$ cat src/rtl/ahb_pkg.sv
// Shared AHB-Lite encodings and the default-slave state type used by the
// decoder/mux and its ERROR-response FSM.
package ahb_pkg;

    localparam logic [1:0] HTRANS_IDLE   = 2'b00;
    localparam logic [1:0] HTRANS_BUSY   = 2'b01;
    localparam logic [1:0] HTRANS_NONSEQ = 2'b10;
    localparam logic [1:0] HTRANS_SEQ    = 2'b11;

    localparam logic HRESP_OKAY  = 1'b0;
    localparam logic HRESP_ERROR = 1'b1;

    typedef enum logic [1:0] {
        DS_IDLE = 2'd0,
        DS_ERR1 = 2'd1,
        DS_ERR2 = 2'd2
    } ds_state_e;

endpackage

$ cat src/rtl/ahb_default_slave.sv
// Default slave: answers active transfers to unmapped addresses with the
// two-cycle AHB ERROR response; IDLE/BUSY get a zero-wait OKAY.
module ahb_default_slave
    import ahb_pkg::*;
(
    input  logic       HCLK,
    input  logic       HRESET,
    input  logic       HREADY,
    input  logic [1:0] HTRANS,
    input  logic       sel_unmapped,
    output logic       HREADYOUT_def,
    output logic       HRESP_def
);

    ds_state_e state_q, state_d;
    logic      err_req;

    assign err_req = HREADY && sel_unmapped &&
                     ((HTRANS == HTRANS_NONSEQ) || (HTRANS == HTRANS_SEQ));

    always_ff @(posedge HCLK) begin
        if (HRESET) begin
            state_q <= DS_IDLE;
        end else begin
            state_q <= state_d;
        end
    end

    always_comb begin
        state_d = state_q;
        case (state_q)
            DS_IDLE: if (err_req) state_d = DS_ERR1;
            DS_ERR1: state_d = DS_ERR2;
            DS_ERR2: state_d = err_req ? DS_ERR1 : DS_IDLE;
            default: state_d = DS_IDLE;
        endcase
    end

    // Outputs depend on state only, keeping HREADY free of a combinational loop.
    assign HREADYOUT_def = (state_q != DS_ERR1);
    assign HRESP_def     = (state_q == DS_IDLE) ? HRESP_OKAY : HRESP_ERROR;

endmodule

$ cat src/rtl/ahb_lite_decode_mux.sv
// AHB-Lite address decoder and slave-to-master response multiplexer with an
// integrated default slave for unmapped index values.
module ahb_lite_decode_mux
    import ahb_pkg::*;
#(
    parameter int unsigned ADDR_W     = 32,
    parameter int unsigned DATA_W     = 32,
    parameter int unsigned IDX_W      = 3,
    parameter int unsigned NUM_SLAVES = 6
) (
    input  logic                         HCLK,
    input  logic                         HRESET,
    input  logic [ADDR_W-1:0]            HADDR,
    input  logic [1:0]                   HTRANS,
    output logic [NUM_SLAVES-1:0]        HSEL,
    input  logic [NUM_SLAVES*DATA_W-1:0] HRDATA_S,
    input  logic [NUM_SLAVES-1:0]        HREADYOUT_S,
    input  logic [NUM_SLAVES-1:0]        HRESP_S,
    output logic [DATA_W-1:0]            HRDATA,
    output logic                         HREADY,
    output logic                         HRESP
);

    localparam logic [IDX_W:0] NUM_S = (IDX_W+1)'(NUM_SLAVES);

    logic [IDX_W-1:0]        idx;
    logic                    mapped;
    logic [IDX_W-1:0]        dp_sel_q, dp_sel_d;
    logic                    dp_valid_q, dp_valid_d;
    logic                    hreadyout_def, hresp_def;
    logic [ADDR_W-IDX_W-1:0] unused_addr_bits;

    assign idx              = HADDR[ADDR_W-1 -: IDX_W];
    assign mapped           = ({1'b0, idx} < NUM_S);
    assign unused_addr_bits = HADDR[ADDR_W-IDX_W-1:0];

    always_comb begin
        HSEL = '0;
        for (int unsigned i = 0; i < NUM_SLAVES; i++) begin
            if (idx == i[IDX_W-1:0]) HSEL[i] = 1'b1;
        end
    end

    always_comb begin
        dp_sel_d   = dp_sel_q;
        dp_valid_d = dp_valid_q;
        if (HREADY) begin
            dp_sel_d   = idx;
            dp_valid_d = mapped;
        end
    end

    always_ff @(posedge HCLK) begin
        if (HRESET) begin
            dp_sel_q   <= '0;
            dp_valid_q <= 1'b0;
        end else begin
            dp_sel_q   <= dp_sel_d;
            dp_valid_q <= dp_valid_d;
        end
    end

    always_comb begin
        HRDATA = '0;
        HREADY = hreadyout_def;
        HRESP  = hresp_def;
        if (dp_valid_q) begin
            HREADY = 1'b1;
            HRESP  = HRESP_OKAY;
            for (int unsigned i = 0; i < NUM_SLAVES; i++) begin
                if (dp_sel_q == i[IDX_W-1:0]) begin
                    HRDATA = HRDATA_S[i*DATA_W +: DATA_W];
                    HREADY = HREADYOUT_S[i];
                    HRESP  = HRESP_S[i];
                end
            end
        end
    end

    ahb_default_slave u_default_slave (
        .HCLK          (HCLK),
        .HRESET        (HRESET),
        .HREADY        (HREADY),
        .HTRANS        (HTRANS),
        .sel_unmapped  (!mapped),
        .HREADYOUT_def (hreadyout_def),
        .HRESP_def     (hresp_def)
    );

endmodule

$ cat config.mk
export PLATFORM = sky130hd
export DESIGN_NAME = ahb_lite_decode_mux
export DESIGN_NICKNAME = d
export VERILOG_FILES = /design/src/rtl/ahb_pkg.sv /design/src/rtl/ahb_default_slave.sv /design/src/rtl/ahb_lite_decode_mux.sv
export SDC_FILE = /design/constraint.sdc
export NUM_CORES = 1
export LEC_CHECK = 0
export ABC_AREA = 1
export CAP_MARGIN = 10
export CORE_AREA = 5 5 106 108
export CTS_CLUSTER_DIAMETER = 100
export DETAILED_ROUTE_END_ITERATION = 7
export DIE_AREA = 0 0 111 113
export GPL_TIMING_DRIVEN = 1
export HOLD_SLACK_MARGIN = 0.03
export PLACE_DENSITY = 0.71
export SYNTH_ARGS = -nofsm -noshare
export SYNTH_HDL_FRONTEND = slang
export SYNTH_SLANG_ARGS = --single-unit
$ cat constraint.sdc
create_clock -name HCLK -period 4.1 [get_ports HCLK]
set_input_delay 1.025 -clock HCLK [delete_from_list [all_inputs] [get_ports HCLK]]
set_output_delay 1.025 -clock HCLK [all_outputs]
set_load 0.005 [all_outputs]
==> report_table.html, run 1 <==
<table>
<tr><th>Metric</th><th>Value</th></tr>
<tr><th colspan="2">Min path</th></tr>
<tr><td>Hold Startpoint</td><td>u_default_slave.state_q[0]$_SDFFE_PP0P_</td></tr>
<tr><td>Worst Hold Path Cells</td><td>3</td></tr>
<tr><td>Hold Path Class</td><td>flip-flop to flip-flop</td></tr>
<tr><th colspan="2">Route</th></tr>
<tr><td>DR pass1 iterations</td><td>5</td></tr>
<tr><td>DRC viols</td><td>0</td></tr>
<tr><td>Uppermost signal routing layer after detailed routing</td><td>met4</td></tr>
<tr><td>Via Count</td><td>3762</td></tr>
<tr><td>DRT antenna net count</td><td>0</td></tr>
<tr><td>Sum of met2 wire segment lengths after detailed routing</td><td>6310 um</td></tr>
<tr><td>Routed WL per cell</td><td>16.3 um</td></tr>
<tr><td>Wire length on met3</td><td>1080 um</td></tr>
<tr><td>Met1 Wirelength</td><td>5260 um</td></tr>
<tr><td>Vias per cell</td><td>4.74</td></tr>
<tr><td>WL final</td><td>12900 um</td></tr>
<tr><td>Number of DRC violations after detailed-routing iteration 0</td><td>253</td></tr>
<tr><th colspan="2">Clock tree</th></tr>
<tr><td>Setup Fix Bufs, Post-CTS</td><td>0</td></tr>
<tr><td>CTS Hold Bufs</td><td>0</td></tr>
<tr><td>Maximum clock insertion buffer count</td><td>2</td></tr>
<tr><td>Number of buffers added by the clock tree synthesis step</td><td>3</td></tr>
<tr><td>Clock Latency Late Sink</td><td>0.22 ns</td></tr>
<tr><td>Clock sink count</td><td>6</td></tr>
<tr><td>CTS tree</td><td>done</td></tr>
<tr><td>H-tree depth</td><td>1</td></tr>
<tr><td>Clock Root Buffer</td><td>clkbuf_8</td></tr>
<tr><td>Post-cts sizing count</td><td>0</td></tr>
<tr><td>Clock transition at the registers of the reported paths</td><td>0.04 ns</td></tr>
<tr><th colspan="2">STA</th></tr>
<tr><td>RSZ-0062 raised after global routing</td><td>false</td></tr>
<tr><td>Final slew viol count</td><td>0</td></tr>
<tr><td>Setup TNS</td><td>0 ns</td></tr>
<tr><td>Maximum frequency from static timing analysis</td><td>275 MHz</td></tr>
<tr><td>Ratio of final minimum period to clock period</td><td>88.8%</td></tr>
<tr><td>Worst slew slack as a fraction of its limit</td><td>50.3%</td></tr>
<tr><td>Finish-stage setup viols</td><td>0</td></tr>
<tr><td>Worst clock skew</td><td>0.00207 ns</td></tr>
<tr><td>Final number of hold-violating endpoints</td><td>0</td></tr>
<tr><td>Post-route minimum period</td><td>3.64 ns</td></tr>
<tr><td>Final Worst Setup Slack</td><td>0.458 ns</td></tr>
<tr><td>Worst slew pin tran</td><td>0.745 ns</td></tr>
<tr><th colspan="2">Worst setup path</th></tr>
<tr><td>Critical path capture point</td><td>HRDATA[11]</td></tr>
<tr><td>Depth of the worst register-to-register path</td><td>11</td></tr>
<tr><td>Setup crit start</td><td>dp_sel_q[0]$_SDFFE_PP0P_</td></tr>
<tr><td>Highest fanout seen on the critical path</td><td>18</td></tr>
<tr><td>Startpoint types</td><td>flip-flop</td></tr>
<tr><td>Peak per-stage delay on the critical path</td><td>0.53 ns</td></tr>
<tr><td>Crit path cell chain</td><td>buf_4 -&gt; nor2_1 -&gt; nand2_1 -&gt; inv_1 -&gt; buf_4 -&gt; nand2_1 -&gt; nand4_1 -&gt; nand2_1 -&gt; a21oi_1 -&gt; clkdlybuf4s50_1</td></tr>
<tr><td>Family with the most delay on the worst path</td><td>buffers and inverters</td></tr>
<tr><td>Category of the worst setup path capture point</td><td>output port</td></tr>
<tr><td>Cell at the slowest stage of the critical path</td><td>clkdlybuf4s50_1</td></tr>
<tr><td>Reg-to-reg slack, setup</td><td>2.06 ns</td></tr>
<tr><td>Worst reg2reg endpoint</td><td>dp_sel_q[0]$_SDFFE_PP0P_</td></tr>
<tr><td>Stages on worst setup path</td><td>10</td></tr>
<tr><td>Critical path class</td><td>flip-flop to output port</td></tr>
<tr><td>Worst Path Arrival</td><td>2.62 ns</td></tr>
<tr><td>Required time worst endpoint</td><td>3.07 ns</td></tr>
<tr><td>R2R Path Start</td><td>dp_sel_q[1]$_SDFFE_PP0P_</td></tr>
<tr><td>Worst path buffer plus inverter count</td><td>4</td></tr>
<tr><td>Cell repeated most along the worst path</td><td>nand2_1</td></tr>
<tr><th colspan="2">Floorplan</th></tr>
<tr><td>Chip Width</td><td>111 um</td></tr>
<tr><td>Starting utilization of the core area</td><td>19.7%</td></tr>
<tr><td>I/O pin count</td><td>280</td></tr>
<tr><td>Number of placement rows</td><td>37</td></tr>
<tr><td>Die ar.</td><td>12500 um^2</td></tr>
<tr><td>DIE HEIGHT</td><td>113 um</td></tr>
<tr><td>Core Footprint</td><td>10100 um^2</td></tr>
<tr><th colspan="2">Synth</th></tr>
<tr><td>Syn Nets</td><td>662</td></tr>
<tr><td>Post-Syn Area per Cell</td><td>4.73 um^2</td></tr>
<tr><td>Flip-flop and latch count after synthesis</td><td>6</td></tr>
<tr><td>Cell count after synthesis</td><td>422</td></tr>
<tr><td>Sequential element share of the synthesized area</td><td>6.01%</td></tr>
<tr><td>Yosys warning total</td><td>0</td></tr>
<tr><td>Unique cell type count in the Yosys netlist</td><td>23</td></tr>
<tr><td>Cell area after synthesis</td><td>2000 um^2</td></tr>
<tr><th colspan="2">Final layout</th></tr>
<tr><td>Area added between synthesis and finish</td><td>134%</td></tr>
<tr><td>Number of fill cells in the layout</td><td>1030</td></tr>
<tr><td>Multi-input logic area</td><td>1620 um^2</td></tr>
<tr><td>Most used cells in the layout excluding fill and tap cells</td><td>clkdlybuf4s50_1 (249), nand2_1 (170), o21ai_0 (61)</td></tr>
<tr><td>Footprint of the flip-flops and latches</td><td>120 um^2</td></tr>
<tr><td>Antenna diode count</td><td>0</td></tr>
<tr><td>Most common cell after layout, fill and taps aside</td><td>clkdlybuf4s50_1</td></tr>
<tr><td>Net total in the final layout</td><td>900</td></tr>
<tr><td>Proportion of layout cells with a drive suffix above 1</td><td>6.53%</td></tr>
<tr><td>Post-layout util</td><td>46.1%</td></tr>
<tr><th colspan="2">Power</th></tr>
<tr><td>Maximum resistive drop on vdd</td><td>0.108 mV</td></tr>
<tr><td>Leak Pwr</td><td>0.00188 uW</td></tr>
<tr><td>Pwr Density</td><td>171 nW/um^2</td></tr>
<tr><th colspan="2">Place</th></tr>
<tr><td>Total of buffers placed on input and output ports</td><td>249</td></tr>
<tr><td>RePlAce Congestion</td><td>0.968</td></tr>
<tr><td>Post-DP HPWL</td><td>10200 um</td></tr>
<tr><td>Placement Setup Slack</td><td>0.462 ns</td></tr>
<tr><th colspan="2">Global routing</th></tr>
<tr><td>All-layer global routing usage</td><td>19.1%</td></tr>
<tr><td>Overflow left after global routing</td><td>0</td></tr>
<tr><td>Via count of the first global-routing pass</td><td>3858</td></tr>
<tr><td>Global-route wire length before repair</td><td>19700 um</td></tr>
<tr><td>Antenna violations before repair</td><td>0</td></tr>
<tr><td>Maximum number of pins on one net before global-route repair</td><td>34</td></tr>
<tr><th colspan="2">Run status</th></tr>
<tr><td>Result of the run</td><td>completed</td></tr>
<tr><th colspan="2">Flow run</th></tr>
<tr><td>Max-cap check violation count</td><td>0</td></tr>
</table>
## layout make-up
| type | instances | share of cell area (%) |
|---|---|---|
| Timing Repair Buffer | 261 | 55.2 |
| Multi-Input combinational cell | 351 | 34.7 |
| Tap cell | 136 | 3.64 |
| Inverter | 37 | 2.97 |
| Sequential cell | 6 | 2.57 |
| Clock buffer | 3 | 0.883 |
## worst min-delay path by stage
stage                                                    to  slack, ns
floorplan           u_default_slave.state_q[0]$_SDFFE_PP0P_       0.47
global placement    u_default_slave.state_q[0]$_SDFFE_PP0P_       0.49
detailed placement  u_default_slave.state_q[0]$_SDFFE_PP0P_       0.50
CTS                 u_default_slave.state_q[0]$_SDFFE_PP0P_       0.50
global route        u_default_slave.state_q[1]$_SDFFE_PP0P_       0.55
finish              u_default_slave.state_q[0]$_SDFFE_PP0P_       0.50
## metal layers
| layer | global-route usage (%) | vias up |
|---|---|---|
| met5 | 0 | - |
| met1 | 23.0 | 1682 |
| met4 | 6.16 | 0 |
| met3 | 3.96 | 23 |
| met2 | 34.1 | 196 |
| li1 | - | 1861 |
## synthesized netlist by cell type
cell type	count	area, um^2
clkbuf_1	16	60.1
nor2_1	12	45.0
buf_4	3	22.5
nor2_2	1	6.26
o21ai_1	9	45.0
buf_1	1	3.75
o221ai_1	1	8.76
nor3_2	1	10.0
or2_2	20	125
buf_2	8	40.0
nand2_2	1	6.26
dfxtp_1	6	120
or2_0	1	6.26
inv_2	3	11.3
a21oi_1	25	125
inv_1	34	128
nand3_2	1	10.0
a31oi_1	12	75.1
nand2_1	170	638
nand3_1	8	40.0
nand4_1	21	131
nor3_1	7	35.0
o21ai_0	61	305
## kinds of logic (layout without fill, tap and decap cells)
family | count (synthesis) | in the layout | synth area share, %
simple gates | 243 | 243 | 52.7
compound gates | 108 | 108 | 28.0
buf+inv | 65 | 301 | 13.3
flops | 6 | 6 | 6.01
## power by group
part | internal [uW] | leakage [uW] | switching, uW
Sequential | 63.3 | 0.0000496 | 11.1
Clock | 63.1 | 0.0000216 | 26.0
Combinational | 364 | 0.00181 | 270
Total | 490 | 0.00188 | 307
## registers in the layout, summed over array words and instances, names as in the netlist
| name | flops |
|---|---|
| u_default_slave.state_q | 2 |
| dp_valid_q | 1 |
| dp_sel_q | 3 |
## tightest hold or removal path: stages (launching register included)
cell,delay [ns]
dfxtp_1,0.31
inv_1,0.05
nand3_1,0.06
nor2_1,0.04
## stage by stage
| stage | hold slack (ns) | total power, uW | instance area [um^2] | cells |
|---|---|---|---|---|
| 6_report | 0.501 | 798 | 4680 | 794 |
| 5_1_grt | 0.553 | 869 | 4680 | 794 |
| 4_1_cts | 0.502 | 804 | 4680 | 794 |
| 3_5_place_dp | 0.496 | 709 | 4640 | 791 |
| 3_3_place_gp | 0.489 | 701 | 4640 | 791 |
| 2_1_floorplan | 0.474 | 323 | 2000 | 422 |
Power figures use the tool's default switching activity.
==> inputs of run 2 (changes only) <==
--- a/config.mk
+++ b/config.mk
@@ -6,6 +6,7 @@
 export NUM_CORES = 1
 export LEC_CHECK = 0
 export ABC_AREA = 1
+export ABC_CLOCK_PERIOD_IN_PS = 4100
 export CAP_MARGIN = 10
 export CORE_AREA = 5 5 106 108
 export CTS_CLUSTER_DIAMETER = 100
==> results of run 2 <==
Final layout, timing and power as in run 1 (identical DEF).
==> inputs of run 3 (changes only) <==
--- a/config.mk
+++ b/config.mk
@@ -6,15 +6,15 @@
 export NUM_CORES = 1
 export LEC_CHECK = 0
 export ABC_AREA = 1
-export ABC_CLOCK_PERIOD_IN_PS = 4100
+export ABC_CLOCK_PERIOD_IN_PS = 4059
 export CAP_MARGIN = 10
-export CORE_AREA = 5 5 106 108
+export CORE_AREA = 2 2 107 109
 export CTS_CLUSTER_DIAMETER = 100
 export DETAILED_ROUTE_END_ITERATION = 7
-export DIE_AREA = 0 0 111 113
+export DIE_AREA = 0 0 109 111
 export GPL_TIMING_DRIVEN = 1
 export HOLD_SLACK_MARGIN = 0.03
-export PLACE_DENSITY = 0.71
+export PLACE_DENSITY = 0.67
 export SYNTH_ARGS = -nofsm -noshare
 export SYNTH_HDL_FRONTEND = slang
 export SYNTH_SLANG_ARGS = --single-unit
==> constraint.sdc (replaced) <==
create_clock -name HCLK -period 4.06 [get_ports HCLK]
set_input_delay 1.015 -clock HCLK [delete_from_list [all_inputs] [get_ports HCLK]]
set_output_delay 1.015 -clock HCLK [all_outputs]
set_load 0.005 [all_outputs]
==> report_table.html, run 3 (same netlist as run 1, synthesis figures left out) <==
<table>
<tr><th>Metric</th><th>Value</th></tr>
<tr><th colspan="2">Floorplan</th></tr>
<tr><td>I/O pin count</td><td>280 (unchanged)</td></tr>
<tr><td>Chip Width</td><td>109 um (-1.8%)</td></tr>
<tr><td>Starting utilization of the core area</td><td>18.0% (-1.7 points)</td></tr>
<tr><td>Number of placement rows</td><td>39 (+5.4%)</td></tr>
<tr><td>Die ar.</td><td>12100 um^2 (-3.5%)</td></tr>
<tr><td>Core Footprint</td><td>11100 um^2 (+9.3%)</td></tr>
<tr><td>DIE HEIGHT</td><td>111 um (-1.8%)</td></tr>
<tr><th colspan="2">Worst setup path</th></tr>
<tr><td>Stages on worst setup path</td><td>10 (unchanged)</td></tr>
<tr><td>Setup crit start</td><td>dp_sel_q[1]$_SDFFE_PP0P_</td></tr>
<tr><td>Startpoint types</td><td>flip-flop</td></tr>
<tr><td>Crit path cell chain</td><td>inv_2 -&gt; nand2_2 -&gt; nor2_1 -&gt; inv_1 -&gt; buf_4 -&gt; nor2_1 -&gt; nor2_1 -&gt; nand3_2 -&gt; nand2_1 -&gt; clkdlybuf4s50_1</td></tr>
<tr><td>R2R Path Start</td><td>dp_sel_q[1]$_SDFFE_PP0P_</td></tr>
<tr><td>Cell at the slowest stage of the critical path</td><td>clkdlybuf4s50_1</td></tr>
<tr><td>Highest fanout seen on the critical path</td><td>28 (+10)</td></tr>
<tr><td>Worst Path Arrival</td><td>2.71 ns (+0.09 ns)</td></tr>
<tr><td>Required time worst endpoint</td><td>3.04 ns (-0.03 ns)</td></tr>
<tr><td>Critical path capture point</td><td>HREADY</td></tr>
<tr><td>Peak per-stage delay on the critical path</td><td>0.52 ns (about the same)</td></tr>
<tr><td>Family with the most delay on the worst path</td><td>buffers and inverters</td></tr>
<tr><td>Worst path buffer plus inverter count</td><td>4 (unchanged)</td></tr>
<tr><td>Reg-to-reg slack, setup</td><td>1.90 ns (-0.16 ns)</td></tr>
<tr><td>Category of the worst setup path capture point</td><td>output port</td></tr>
<tr><td>Cell repeated most along the worst path</td><td>nor2_1</td></tr>
<tr><td>Critical path class</td><td>flip-flop to output port</td></tr>
<tr><td>Worst reg2reg endpoint</td><td>dp_sel_q[0]$_SDFFE_PP0P_</td></tr>
<tr><td>Depth of the worst register-to-register path</td><td>10 (-1)</td></tr>
<tr><th colspan="2">Clock tree</th></tr>
<tr><td>Number of buffers added by the clock tree synthesis step</td><td>3 (unchanged)</td></tr>
<tr><td>Clock sink count</td><td>6 (unchanged)</td></tr>
<tr><td>Clock transition at the registers of the reported paths</td><td>0.03 ns (about the same)</td></tr>
<tr><td>Post-cts sizing count</td><td>0 (unchanged)</td></tr>
<tr><td>Maximum clock insertion buffer count</td><td>2 (unchanged)</td></tr>
<tr><td>Clock Root Buffer</td><td>clkbuf_16</td></tr>
<tr><td>Clock Latency Late Sink</td><td>0.23 ns (about the same)</td></tr>
<tr><td>CTS Hold Bufs</td><td>0 (unchanged)</td></tr>
<tr><td>H-tree depth</td><td>1 (unchanged)</td></tr>
<tr><td>CTS tree</td><td>done</td></tr>
<tr><td>Setup Fix Bufs, Post-CTS</td><td>0 (unchanged)</td></tr>
<tr><th colspan="2">Global routing</th></tr>
<tr><td>Overflow left after global routing</td><td>0 (unchanged)</td></tr>
<tr><td>Via count of the first global-routing pass</td><td>3720 (-3.6%)</td></tr>
<tr><td>Global-route wire length before repair</td><td>18000 um (-8.7%)</td></tr>
<tr><td>All-layer global routing usage</td><td>18.8% (-0.31 points)</td></tr>
<tr><td>Antenna violations before repair</td><td>0 (unchanged)</td></tr>
<tr><td>Maximum number of pins on one net before global-route repair</td><td>33 (-2.9%)</td></tr>
<tr><th colspan="2">Final layout</th></tr>
<tr><td>Most common cell after layout, fill and taps aside</td><td>clkdlybuf4s50_1</td></tr>
<tr><td>Antenna diode count</td><td>0 (unchanged)</td></tr>
<tr><td>Most used cells in the layout excluding fill and tap cells</td><td>clkdlybuf4s50_1 (249), nand2_1 (170), o21ai_0 (61)</td></tr>
<tr><td>Area added between synthesis and finish</td><td>137%</td></tr>
<tr><td>Biggest register</td><td>dp_sel_q</td></tr>
<tr><td>Post-layout util</td><td>42.7% (-3.5 points)</td></tr>
<tr><td>Cell area after layout</td><td>4730 um^2 (+1.1%)</td></tr>
<tr><td>Registers with the most flip-flops</td><td>dp_sel_q x3, u_default_slave.state_q x2, dp_valid_q x1</td></tr>
<tr><td>Largest register FFs</td><td>3 (unchanged)</td></tr>
<tr><td>Net total in the final layout</td><td>901 (+0.11%)</td></tr>
<tr><td>Proportion of layout cells with a drive suffix above 1</td><td>6.68% (+0.14 points)</td></tr>
<tr><th colspan="2">STA</th></tr>
<tr><td>Final slew viol count</td><td>0 (unchanged)</td></tr>
<tr><td>Final Worst Setup Slack</td><td>0.332 ns (-0.126 ns)</td></tr>
<tr><td>Final number of hold-violating endpoints</td><td>0 (unchanged)</td></tr>
<tr><td>Setup TNS</td><td>0 ns (unchanged)</td></tr>
<tr><td>Ratio of final minimum period to clock period</td><td>91.8%</td></tr>
<tr><td>Final-layout worst hold slack</td><td>0.515 ns (+0.0141 ns)</td></tr>
<tr><td>Worst clock skew</td><td>0.00263 ns (+0.000559 ns)</td></tr>
<tr><td>Maximum frequency from static timing analysis</td><td>268 MHz</td></tr>
<tr><td>Worst slew slack as a fraction of its limit</td><td>51.5% (+1.2 points)</td></tr>
<tr><td>RSZ-0062 raised after global routing</td><td>false</td></tr>
<tr><td>Finish-stage setup viols</td><td>0 (unchanged)</td></tr>
<tr><td>Post-route minimum period</td><td>3.73 ns</td></tr>
<tr><td>Worst slew pin tran</td><td>0.727 ns (-0.0186 ns)</td></tr>
<tr><th colspan="2">Flow run</th></tr>
<tr><td>Max-cap check violation count</td><td>0 (unchanged)</td></tr>
<tr><th colspan="2">Route</th></tr>
<tr><td>DRT antenna net count</td><td>0 (unchanged)</td></tr>
<tr><td>Number of DRC violations after detailed-routing iteration 0</td><td>213 (-16%)</td></tr>
<tr><td>DR pass1 iterations</td><td>4 (-1)</td></tr>
<tr><td>DRC viols</td><td>0 (unchanged)</td></tr>
<tr><td>Vias per cell</td><td>4.57 (-3.5%)</td></tr>
<tr><td>Via Count</td><td>3666 (-2.6%)</td></tr>
<tr><td>WL final</td><td>12100 um (-6.1%)</td></tr>
<tr><td>Routed WL per cell</td><td>15.1 um (-7.0%)</td></tr>
<tr><th colspan="2">Power</th></tr>
<tr><td>Leak Pwr</td><td>0.00190 uW (+1.1%)</td></tr>
<tr><td>Maximum resistive drop on vdd</td><td>0.100 mV (-7.3%)</td></tr>
<tr><td>Pwr Density</td><td>185 nW/um^2 (+8.6%)</td></tr>
<tr><td>Logic pwr share</td><td>72.8% (-6.7 points)</td></tr>
<tr><td>NetSw</td><td>316 uW (+2.9%)</td></tr>
<tr><td>Cell Int Power</td><td>559 uW (+14%)</td></tr>
<tr><td>Clock Power Share</td><td>18.6% (+7.4 points)</td></tr>
<tr><td>Switching part of the total</td><td>36.1% (-2.4 points)</td></tr>
<tr><td>Flop pwr share</td><td>8.6% (-0.7 points)</td></tr>
<tr><th colspan="2">Place</th></tr>
<tr><td>DP Area</td><td>4650 um^2 (+0.35%)</td></tr>
<tr><td>Total of buffers placed on input and output ports</td><td>249 (unchanged)</td></tr>
<tr><td>Placement Setup Slack</td><td>0.436 ns (-0.0260 ns)</td></tr>
<tr><td>RePlAce Congestion</td><td>0.842 (-13%)</td></tr>
<tr><td>Post-DP HPWL</td><td>9490 um (-7.2%)</td></tr>
<tr><th colspan="2">Min path</th></tr>
<tr><td>Hold Path Class</td><td>flip-flop to flip-flop</td></tr>
<tr><th colspan="2">Run status</th></tr>
<tr><td>Result of the run</td><td>completed</td></tr>
</table>
==> run 3: power groups by stage <==
stage | Combinational, uW | Sequential, uW | Clock (uW)
after floorplan | 257 | 69.4 | 0
after global placement | 633 | 76.0 | 0
after detailed placement | 639 | 76.4 | 0
after CTS | 643 | 75.4 | 167
after global routing | 698 | 76.8 | 169
final | 637 | 75.2 | 163
==> run 3: metal layers <==
metal  vias to the layer above  global-route usage (%)  wire length, um
met3                        15                    4.94             1160
met1                      1640                    20.1             4790
li1                       1860                       -                -
met4                         0                    3.93              195
met5                         -                       0                0
met2                       151                    36.0             5980
==> run 3: worst min path at each step <==
stage	start	to	slack, ns	cells after the start
floorplan	u_default_slave.state_q[0]$_SDFFE_PP0P_	u_default_slave.state_q[0]$_SDFFE_PP0P_	0.47	3
global placement	u_default_slave.state_q[0]$_SDFFE_PP0P_	u_default_slave.state_q[0]$_SDFFE_PP0P_	0.49	3
detailed placement	u_default_slave.state_q[1]$_SDFFE_PP0P_	u_default_slave.state_q[1]$_SDFFE_PP0P_	0.51	2
CTS	u_default_slave.state_q[1]$_SDFFE_PP0P_	u_default_slave.state_q[1]$_SDFFE_PP0P_	0.52	2
global route	u_default_slave.state_q[0]$_SDFFE_PP0P_	u_default_slave.state_q[0]$_SDFFE_PP0P_	0.55	3
finish	u_default_slave.state_q[1]$_SDFFE_PP0P_	u_default_slave.state_q[1]$_SDFFE_PP0P_	0.52	2
==> run 3: stage by stage <==
stage               total power, uW  std cells
floorplan                       326        422
global placement                709        799
detailed placement              716        799
CTS                             885        802
global route                    944        802
finish                          875        802
==> run 3: worst reg2reg max path: cells and delay by family, from the launching register on <==
kind                   cells  cell delay (ns)
AND/OR/NAND/NOR            6             0.92
buffers and inverters      3             0.50
flip-flops                 1             0.48
AO/OA/AOI/OAI              1             0.17
==> run 3: final cells by class <==
type                            count  area (um^2)
Timing Repair Buffer              262         2590
Inverter                           37          139
Sequential cell                     6          120
Clock buffer                        3         75.1
Fill cell                        1154         6350
Tap cell                          143          179
Multi-Input combinational cell    351         1620
